[src/rtl/mag_compare_seq.sv]
// mag_compare_seq: multi-cycle MSB-first magnitude comparator, CHUNK bits per cycle, early exit.
module mag_compare_seq #(
  parameter int WIDTH = 16,
  parameter int CHUNK = 4
) (
  input  logic             clk,
  input  logic             rst,
  input  logic             start,
  input  logic             signed_mode,
  input  logic [WIDTH-1:0] A,
  input  logic [WIDTH-1:0] B,
  output logic             busy,
  output logic             done,
  output logic             EQ,
  output logic             A_GT_B,
  output logic             B_GT_A
);
  localparam int N = WIDTH / CHUNK;
  localparam int JW = (N > 1) ? $clog2(N) : 1;
  localparam logic [JW-1:0] J_LAST = JW'(N - 1);
  localparam logic [WIDTH-1:0] MSB = WIDTH'(1) << (WIDTH - 1);
  if (CHUNK <= 0 || WIDTH <= 0 || WIDTH % CHUNK != 0) begin : g_bad_params
    $error("mag_compare_seq: WIDTH must be a positive multiple of CHUNK");
  end
  typedef enum logic [1:0] {IDLE, SCAN, DONE} state_t;
  state_t           state_q;
  logic [WIDTH-1:0] a_q, b_q;
  logic [JW-1:0]    j_q;
  logic [CHUNK-1:0] ca, cb;
  logic             busy_q, done_q, eq_q, gt_q, lt_q;
  // operands shift left each equal cycle, so the active chunk is always on top
  assign ca = a_q[WIDTH-1 -: CHUNK];
  assign cb = b_q[WIDTH-1 -: CHUNK];
  always_ff @(posedge clk or posedge rst) begin
    if (rst) begin
      state_q <= IDLE;
      a_q     <= '0;
      b_q     <= '0;
      j_q     <= '0;
      busy_q  <= 1'b0;
      done_q  <= 1'b0;
      eq_q    <= 1'b0;
      gt_q    <= 1'b0;
      lt_q    <= 1'b0;
    end else begin
      done_q <= 1'b0;
      if (state_q == SCAN) begin
        if (ca != cb || j_q == J_LAST) begin
          state_q <= DONE;
          busy_q  <= 1'b0;
          done_q  <= 1'b1;
          eq_q    <= ca == cb;
          gt_q    <= ca > cb;
          lt_q    <= ca < cb;
        end else begin
          j_q <= j_q + 1'b1;
          a_q <= a_q << CHUNK;
          b_q <= b_q << CHUNK;
        end
      end else if (start) begin
        // flipping the sign bit maps two's-complement order onto unsigned order
        state_q <= SCAN;
        a_q     <= signed_mode ? A ^ MSB : A;
        b_q     <= signed_mode ? B ^ MSB : B;
        j_q     <= '0;
        busy_q  <= 1'b1;
        eq_q    <= 1'b0;
        gt_q    <= 1'b0;
        lt_q    <= 1'b0;
      end else begin
        state_q <= IDLE;
      end
    end
  end
  assign busy   = busy_q;
  assign done   = done_q;
  assign EQ     = eq_q;
  assign A_GT_B = gt_q;
  assign B_GT_A = lt_q;
endmodule

[config.mk]
export PLATFORM = sky130hd
export DESIGN_NAME = mag_compare_seq
export DESIGN_NICKNAME = d
export VERILOG_FILES = /design/src/rtl/mag_compare_seq.sv
export SDC_FILE = /design/constraint.sdc
export NUM_CORES = 1
export LEC_CHECK = 0
export BUFFER_PORTS_ARGS = -buffer_cell sky130_fd_sc_hd__buf_2
export CORE_MARGIN = 10
export CORE_UTILIZATION = 40
export DETAILED_ROUTE_END_ITERATION = 10
export GPL_TIMING_DRIVEN = 0
export SETUP_SLACK_MARGIN = 0.1
export SYNTH_ARGS = -nofsm -noshare
export SYNTH_HDL_FRONTEND = slang
export SYNTH_SLANG_ARGS = --single-unit
[constraint.sdc]
create_clock -name clk -period 2.9 [get_ports clk]
set_input_delay 0.725 -clock clk [delete_from_list [all_inputs] [get_ports clk]]
set_output_delay 0.725 -clock clk [all_outputs]
set_load 0.02 [all_outputs]
==> flow_results.org, run 1 <==
** Floorplan
- The floorplan step defined a core boundary enclosing 4440 sq um.
- Die span in y :: 88.6 microns
- For this design the top-level I/O count stands at 41.
- Initial standard-cell utilization of the core :: 0.424
- Row generation in the floorplan step produced 24 rows.
- The floorplan step defined a die boundary enclosing 7860 sq um.
- Die outline width :: 88.6 microns

** Worst setup path
- Register-to-Register Setup Slack :: 1.01 ns
- Slowest cell delay on critical path :: 0.39 ns
- Data arrival time of the critical path :: 2.11 ns
- Worst flop-to-flop path startpoint :: a_q[15]
- The worst setup path is launched from a flop.
- The signal on the critical path passes through ha_1, nand4_2, nor3_2, nor2_1, buf_2, a22o_1.
- The worst register-to-register path has a depth of 6.
- Along the worst path, the maximum fanout reaches 10.
- The largest individual stage delay along the critical path comes from the cell sky130_fd_sc_hd__dfrtp_1.
- The endpoint identified for the worst register-to-register timing path is b_q[2].
- Destination of the critical timing path :: b_q[2]
- STA classifies the critical path endpoint as a flop.
- Launch point of the worst path :: a_q[15]
- Type of the worst setup path :: flop to flop
- Worst endpoint required time :: around 3.1 ns

** Clock network
- The cell sitting at the root of the clock tree is a sky130_fd_sc_hd__clkbuf_8.
- Worst-skew pair later-pin latency :: approximately 0.29 ns
- The number of hold buffers added after CTS was 0.
- Clock-pin slew was measured on the worst setup and hold paths at 0.08 ns.
- Clock buffer count from CTS :: 5
- TritonCTS built the clock tree.
- No sink is reached through more buffers than the 2 on the longest clock path.
- Post-cts gate resize count :: 0
- After clock tree synthesis, the setup repair step added 0 buffers.
- Clock sink count :: 41
- Deepest level of the CTS H-tree :: 2

** STA
- Setup skew after layout :: 0.00544 ns
- Upper clock frequency limit :: 530 MHz
- The count of final max-slew check failures was 0.
- The worst path needs 1.89 ns of the cycle, external delays included.
- Hold violation count in the final report :: 0
- Setup total negative slack on the finished layout was measured at 0 ns.
- RSZ-0062 raised after global routing :: false
- Tightest Pin Transition :: 0.880 ns
- Headroom to the max-slew limit came out at 0.412.
- Total of endpoints with negative setup slack in the final report :: 0
- Smallest setup slack after layout :: 1.01 ns
- Across all hold checks on the routed design, the worst slack comes to 0.492 ns.
- Dividing the final minimum period by the clock period gives 0.651.

** Layout
- The net count of the finished layout is about 260.
- Relative area change from synthesis to final layout :: 18.7%
- Layout Utilization :: 0.503
- 0 antenna diodes ended up in the layout.
- Most common library cell in the layout ignoring fill and taps :: sky130_fd_sc_hd__buf_2
- Of the cells placed in the final design, the portion with a size suffix greater than 1 is 0.353.
- Highest-count cells in the layout ignoring fill and taps :: 46 x sky130_fd_sc_hd__buf_2, 41 x sky130_fd_sc_hd__dfrtp_1, 24 x sky130_fd_sc_hd__nor2_1, 20 x sky130_fd_sc_hd__nor3_1, 18 x sky130_fd_sc_hd__o22ai_2
- Once layout is done, the placed cells without fillers occupy 2240 sq um.

** Routing
- After detailed routing, the average wire length per cell comes to 16.7 microns.
- Total routed wirelength :: 4450 microns
- Dividing the detail-routed via count by the number of cells gives 5.39.
- Detailed routing inserted a total of roughly 1400 vias.
- For this run, design rule violations remaining after detail routing come to 0.
- DR iter-0 viols :: a little under 80
- Once detail routing completed, the nets flagged for antenna violations numbered 0.
- First drt pass iteration count :: 4

** Run status
- The flow ran to the end, and the final reports show no timing, DRC or antenna violations.

** Pwr
- VDD IR max :: roughly 0.33 mV
- The analysis attributes to cell leakage a power of approximately 1.0 nW.
- For this design the ratio of total power to cell area is 965 nW/um^2.

** Place
- Placed wire-length estimate after detailed placement :: 3220 microns
- Placed Area :: 2150 sq um
- Routability-driven placement finished with a final weighted congestion of 0.801.
- Pre-CTS setup slack :: 0.960 ns
- # port buffers :: 40

** Synth
- Of the post-synthesis cell area, the dominant cell type holds 0.544.
- Top cells by area in the synthesized netlist :: sky130_fd_sc_hd__dfrtp_1 54%, sky130_fd_sc_hd__o22ai_2 12%, sky130_fd_sc_hd__nor3_1 5.3%
- Cell variety after synth :: 27
- Cell accounting for the most synthesized area :: sky130_fd_sc_hd__dfrtp_1
- During synthesis, Yosys emitted a total of 0 warnings.
- In this run, synthesis produced a sequential element count of a little over 40.
- Yosys mapped a number of flops with a built-in enable equal to 0.
- Net Count, Synth :: 209
- After synthesis the cells add up to 1880 sq um.
- Among all flip-flop cells after synthesis, the most frequent one is sky130_fd_sc_hd__dfrtp_1.
- Synthesis handed over a netlist of 168 instances.
- Share of the yosys chip area belonging to registers :: 0.544
- Each instance of the synthesized netlist takes up on average between 10 and 15 sq um.
- Async S/R FF share, synth :: 1.00

** Global routing
- Via count of the first global-routing pass :: around 1500
- Largest net degree at the start of global routing :: 42
- The first global-routing pass estimated 7330 microns of wire.
- The number of antenna violations at the first check in global routing is 0.
- Total gr overflow :: 0
- Total track usage :: 0.119

** Worst hold path
- Class of the tightest hold or removal check :: flop to flop

** Run
- The tool flagged a number of max-cap violations equal to 0.
## layer usage
metal / track usage / vias to the layer above / wire length (microns)
met5: 0 / - / 0
met4: 0.0396 / 0 / 52
met3: 0.0450 / 6 / 325
met2: 0.191 / 33 / 2020
met1: 0.145 / 699 / 2050
li1: - / 701 / -
## worst min path at each step
stage / from / to / slack, ns / depth (start not counted)
4_1_cts: B_GT_A / B_GT_A / 0.50 / 1
5_1_grt: j_q[0] / j_q[0] / 0.52 / 1
3_5_place_dp: j_q[0] / j_q[0] / 0.48 / 1
6_report: B_GT_A / B_GT_A / 0.49 / 1
2_1_floorplan: j_q[0] / j_q[0] / 0.45 / 1
3_3_place_gp: B_GT_A / B_GT_A / 0.47 / 1
## power by group
part | total (mW) | switching, mW | internal, mW
combinational | 0.800 | 0.446 | 0.354
clock | 0.378 | 0.189 | 0.189
sequential | 0.978 | 0.156 | 0.823
total | 2.16 | 0.791 | 1.37
## flip-flops by register name, indices dropped and copies added, names as in the netlist
signal / flops
B_GT_A: 1
done: 1
busy: 1
a_q: 16
EQ: 1
b_q: 16
state_q: 2
j_q: 2
A_GT_B: 1
## Yosys cell counts, types with 2 or more instances
cell / instances
sky130_fd_sc_hd__dfrtp_1: 41
sky130_fd_sc_hd__nor2_1: 24
sky130_fd_sc_hd__nor3_1: 20
sky130_fd_sc_hd__o22ai_2: 18
sky130_fd_sc_hd__a22o_1: 10
sky130_fd_sc_hd__inv_1: 9
sky130_fd_sc_hd__a21oi_1: 6
sky130_fd_sc_hd__buf_2: 6
sky130_fd_sc_hd__o22ai_1: 6
sky130_fd_sc_hd__ha_1: 5
sky130_fd_sc_hd__o21ai_0: 3
sky130_fd_sc_hd__buf_6: 2
sky130_fd_sc_hd__clkbuf_1: 2
sky130_fd_sc_hd__nand2_1: 2
sky130_fd_sc_hd__xor2_1: 2
## cells by family (layout without fill, tap and decap cells)
| family | Yosys count | count (layout) | synth area share |
|---|---|---|---|
| AND/OR/NAND/NOR | 53 | 53 | 0.133 |
| AO/OA/AOI/OAI | 47 | 47 | 0.226 |
| XOR/XNOR | 2 | 2 | 0.00930 |
| buffers and inverters | 20 | 67 | 0.0538 |
| adder cells (fa/ha/maj) | 5 | 5 | 0.0332 |
| flip-flops | 41 | 41 | 0.544 |
## worst max-delay path, delay by kind of cell (launching register included)
family          cells  cell delay (ns)
buf+inv             1             0.33
flops               1             0.39
compound gates      1             0.16
simple gates        3             0.59
fa+ha+maj           1             0.34
## layout make-up
class                           instances  area, sq um
Clock buffer                            7         86.3
Fill cell                             435         2210
Multi-Input combinational cell        107          757
Tap cell                               52         65.1
Buffer                                 11         67.6
Sequential cell                        41         1030
Inverter                                9         33.8
Timing Repair Buffer                   40          200
## stage by stage
| stage | instances | total power, mW |
|---|---|---|
| detailed placement | 260 | 1.80 |
| CTS | 267 | 2.17 |
| global route | 267 | 2.32 |
| finish | 267 | 2.16 |
| global placement | 260 | 1.76 |
| floorplan | 168 | 1.57 |
Note: power is estimated with default switching activity, not from simulation.
==> inputs of run 2 (changes only) <==
Settings changed: ABC_AREA set to 1.
Clock period 2.9 ns to 1.58 ns, I/O delays scaled along.
==> flow_results.org, run 2 <==
** Worst setup path
- The beginning of the critical path was a_q[15] (unchanged).
- Type of the worst setup path :: flop to flop (unchanged)
- Element type at the critical path end :: flop (unchanged)
- Crit Reg-Reg Endpoint :: a_q[6] (was b_q[2])
- Startpoint kind of the worst setup timing path :: flop (unchanged)
- The slowest cell on the critical path is sky130_fd_sc_hd__dfrtp_1 (unchanged).
- The delay of the slowest cell on the worst path was 0.41 ns (was 0.39 ns).
- The count of buffering cells on the critical path with inverters included is 1 (unchanged).
- The data arrival at the endpoint of the critical path came to 1.72 ns (was 2.11 ns).
- The highest net fanout along the worst path was 10 (unchanged).
- Worst flop-to-flop path startpoint :: a_q[15] (unchanged)
- The category of cells accounting for the largest share of critical-path delay is simple AND/OR/NAND/NOR gates (unchanged).
- Critical path cell sequence :: ha_4, nand2_4, nor2_4, nand3_4, buf_6, nand3_1, nand2_2 (was ha_1, nand4_2, nor3_2, nor2_1, buf_2, a22o_1)
- Worst Reg2Reg Path Length in Cells :: 7 (was 6)
- Register-to-Register Setup Slack :: 0.04 ns (was 1.01 ns)
- The worst endpoint required time came to 1.76 ns (was 3.13 ns).

** Pwr
- The power density relative to cell area came to 1850 nW/um^2 (was 965 nW/um^2).
- VDD IR max :: 0.665 mV (was 0.331 mV)
- The static leakage was 1.58 nW (was 1.04 nW).

** Layout
- The final cell count without fillers was 416 (was 267).
- The relative area change from synthesis to final layout was 31.9% (was 18.7%).
- Highest-count cells in the layout ignoring fill and taps :: 133 x sky130_fd_sc_hd__nand2_1, 44 x sky130_fd_sc_hd__buf_2, 41 x sky130_fd_sc_hd__dfrtp_1, 38 x sky130_fd_sc_hd__nand3_1, 22 x sky130_fd_sc_hd__nand2_2 (was 46 x sky130_fd_sc_hd__buf_2, 41 x sky130_fd_sc_hd__dfrtp_1, 24 x sky130_fd_sc_hd__nor2_1, 20 x sky130_fd_sc_hd__nor3_1, 18 x sky130_fd_sc_hd__o22ai_2)
- Largest registers :: a_q (16), b_q (16) (unchanged)
- The post-layout net count came to 387 (was 256).
- Ant diodes :: 0 (unchanged)
- Proportion of layout cells with a drive suffix above 1 :: 0.327 (was 0.353)
- Most common library cell in the layout ignoring fill and taps :: sky130_fd_sc_hd__nand2_1 (was sky130_fd_sc_hd__buf_2)
- Layout Utilization :: 0.545 (was 0.503)
- The post-route cell area is 2800 sq um (was 2240 sq um).

** Floorplan
- Core Footprint :: 5140 sq um (was 4440 sq um)
- The floorplan die height was 92.8 microns (was 88.6 microns).
- Number of top-level pins :: 41 (unchanged)
- Die footprint :: 8620 sq um (was 7860 sq um)
- Standard-cell rows :: 26 (was 24)
- The effective utilization at floorplan came to 0.413 (was 0.424).
- The width of the die came to 92.8 microns (was 88.6 microns).

** Routing
- Vias after detailed routing :: 1944 (was 1439)
- The routed length per instance came to 12.9 microns (was 16.7 microns).
- The number of vias per cell was 4.67 (was 5.39).
- DR iter-0 viols :: 83 (was 79)
- The count of nets left with antenna violations after detail routing was 0 (unchanged).
- The number of DRC violations after detailed routing was 0 (unchanged).
- The total routed wirelength is 5380 microns (was 4450 microns).
- The first-pass iteration count of the detailed router came to 4 (unchanged).

** Clock network
- The deepest clock path buffer count is 2 (unchanged).
- Clock buffer count from CTS :: 5 (unchanged)
- Worst-skew pair later-pin latency :: 0.29 ns (about the same)
- The total of hold buffers inserted after clock tree synthesis is 0 (unchanged).
- TritonCTS clock tree :: yes (unchanged)
- The clock slew seen by the registers of the worst setup and hold paths came to 0.08 ns (about the same).
- The clock root buffer was sky130_fd_sc_hd__clkbuf_8 (unchanged).
- The number of sinks driven by the clock tree came to 41 (unchanged).
- Deepest level of the CTS H-tree :: 2 (unchanged)

** Place
- The post-placement setup slack came to -0.0509 ns (was 0.960 ns).
- The final weighted congestion of routability-driven global placement is 0.760 (was 0.801).
- The post-DP HPWL came to 3530 microns (was 3220 microns).
- Placed Area :: 2410 sq um (was 2150 sq um)
- Number of placed instances, taps included :: 394 (was 260)
- The number of port buffers was 40 (unchanged).

** Synth
- Cell accounting for the most synthesized area :: sky130_fd_sc_hd__dfrtp_1 (unchanged)
- The flip-flop and latch count after synthesis came to 41 (unchanged).
- The Yosys warning count was 0 (unchanged).
- Post-synth top flop :: sky130_fd_sc_hd__dfrtp_1 (unchanged)
- Cell variety after synth :: 18 (was 27)
- The share of synthesized area occupied by flip-flops and latches came to 0.483 (was 0.544).
- The count of flip-flops with a built-in enable after synthesis is 0 (unchanged).
- Top cells by area in the synthesized netlist :: sky130_fd_sc_hd__dfrtp_1 48%, sky130_fd_sc_hd__nand2_1 28%, sky130_fd_sc_hd__nand3_1 9.0% (was sky130_fd_sc_hd__dfrtp_1 54%, sky130_fd_sc_hd__o22ai_2 12%, sky130_fd_sc_hd__nor3_1 5.3%)
- Count of mapped cells out of synthesis :: 284 (was 168)
- Net Count, Synth :: 325 (was 209)
- Mean instance size in the synthesized netlist :: 7.47 sq um (was 11.2 sq um)
- The post-synthesis instance area came to 2120 sq um (was 1880 sq um).
- Most instantiated cells after synthesis :: 156 x sky130_fd_sc_hd__nand2_1, 41 x sky130_fd_sc_hd__dfrtp_1, 38 x sky130_fd_sc_hd__nand3_1 (was 41 x sky130_fd_sc_hd__dfrtp_1, 24 x sky130_fd_sc_hd__nor2_1, 20 x sky130_fd_sc_hd__nor3_1)
- The fraction of post-synthesis cell area in the top cell type by area came to 0.483 (was 0.544).
- Async S/R FF share, synth :: 1.00 (unchanged)
- Cell with the most instances after synthesis :: sky130_fd_sc_hd__nand2_1 (was sky130_fd_sc_hd__dfrtp_1)

** STA
- Count of pins over their slew limit :: 0 (unchanged)
- Final worst-path cycle share :: 0.972 (was 0.651)
- Minimum clock period after layout :: 1.54 ns (was 1.89 ns)
- Setup skew after layout :: 0.00302 ns (was 0.00544 ns)
- The measured slew at the worst slew-check pin was 0.862 ns (was 0.880 ns).
- The final setup slack of the worst path was 0.0437 ns (was 1.01 ns).
- TNS Setup :: 0 ns (unchanged)
- The number of endpoints failing setup at the final stage is 0 (unchanged).
- The total count of hold-check failures in the final report came to 0 (unchanged).
- Upper clock frequency limit :: 651 MHz (was 530 MHz)
- RSZ-0062 raised after global routing :: true (was false)
- Relative slew margins :: 0.424 (was 0.412)

** Run status
- Status: completed (unchanged).

** Global routing
- Largest net degree at the start of global routing :: 42 (unchanged)
- Total track usage :: 0.122 (was 0.119)
- The total global routing overflow is 0 (unchanged).
- The number of antenna violations at the first check in global routing is 0 (unchanged).
- First-pass GRT wire length :: 8580 microns (was 7330 microns)
- Via count of the first global-routing pass :: 1899 (was 1524)

** Run
- Total of max-cap violations :: 0 (unchanged)

** Worst hold path
- The worst hold path class was input port to async pin (was flop to flop).
run 2: metrics by stage:
step	power [mW]	hold slack [ns]
floorplan	3.32	0.469
global placement	3.80	0.480
global route	5.65	0.311
finish	5.19	0.279
CTS	4.66	0.293
detailed placement	3.85	0.485
run 2: what timing repair did:
action                                  4_1_cts  5_1_grt
buffers inserted                              7        6
endpoints found under the setup margin       31       40
cloned                                        0        2
resized for setup                             5       38
pin swaps                                     3        7
run 2: worst max path at each step:
stage | to | depth (start not counted) | slack (ns)
after CTS | a_q[6] | 8 | 0.05
after detailed placement | b_q[1] | 7 | -0.05
after global placement | done | 2 | -0.37
final | a_q[6] | 7 | 0.04
after global routing | a_q[5] | 8 | -0.04
after floorplan | b_q[15] | 7 | 0.14
run 2: cell families (layout without fill, tap and decap cells):
family                   count (synthesis)  in the layout  share of synthesized area
buffers and inverters                   30             92                     0.0749
flip-flops                              41             41                      0.483
AO/OA/AOI/OAI                            4              4                    0.00943
AND/OR/NAND/NOR                        204            204                      0.403
adder cells (fa/ha/maj)                  5              5                     0.0295
run 2: layout make-up:
cell class / count / area, sq um
inverter: 16 / 63.8
timing repair buffer: 55 / 355
fill: 532 / 2340
buffer: 14 / 125
clock buffer: 7 / 86.3
multi-input combinational: 213 / 1050
tap: 70 / 87.6
sequential: 41 / 1030
run 2: metal layers:
metal | track usage | share of wire | vias up
li1 | - | - | 999
met1 | 0.141 | 0.42 | 891
met2 | 0.209 | 0.49 | 48
met3 | 0.0404 | 0.078 | 6
met4 | 0.0373 | 0.0089 | 0
met5 | 0 | 0 | -
run 2: where the power goes:
part	internal, mW	total (mW)	switching (mW)
registers	1.52	1.76	0.243
clock network	0.347	0.693	0.346
logic	1.19	2.73	1.55
total	3.05	5.19	2.14
run 2: worst register-to-register path, stage by stage (launching register included):
cell,delay [ns]
sky130_fd_sc_hd__dfrtp_1,0.41
sky130_fd_sc_hd__ha_4,0.29
sky130_fd_sc_hd__nand2_4,0.05
sky130_fd_sc_hd__nor2_4,0.14
sky130_fd_sc_hd__nand3_4,0.17
sky130_fd_sc_hd__buf_6,0.20
sky130_fd_sc_hd__nand3_1,0.10
sky130_fd_sc_hd__nand2_2,0.06
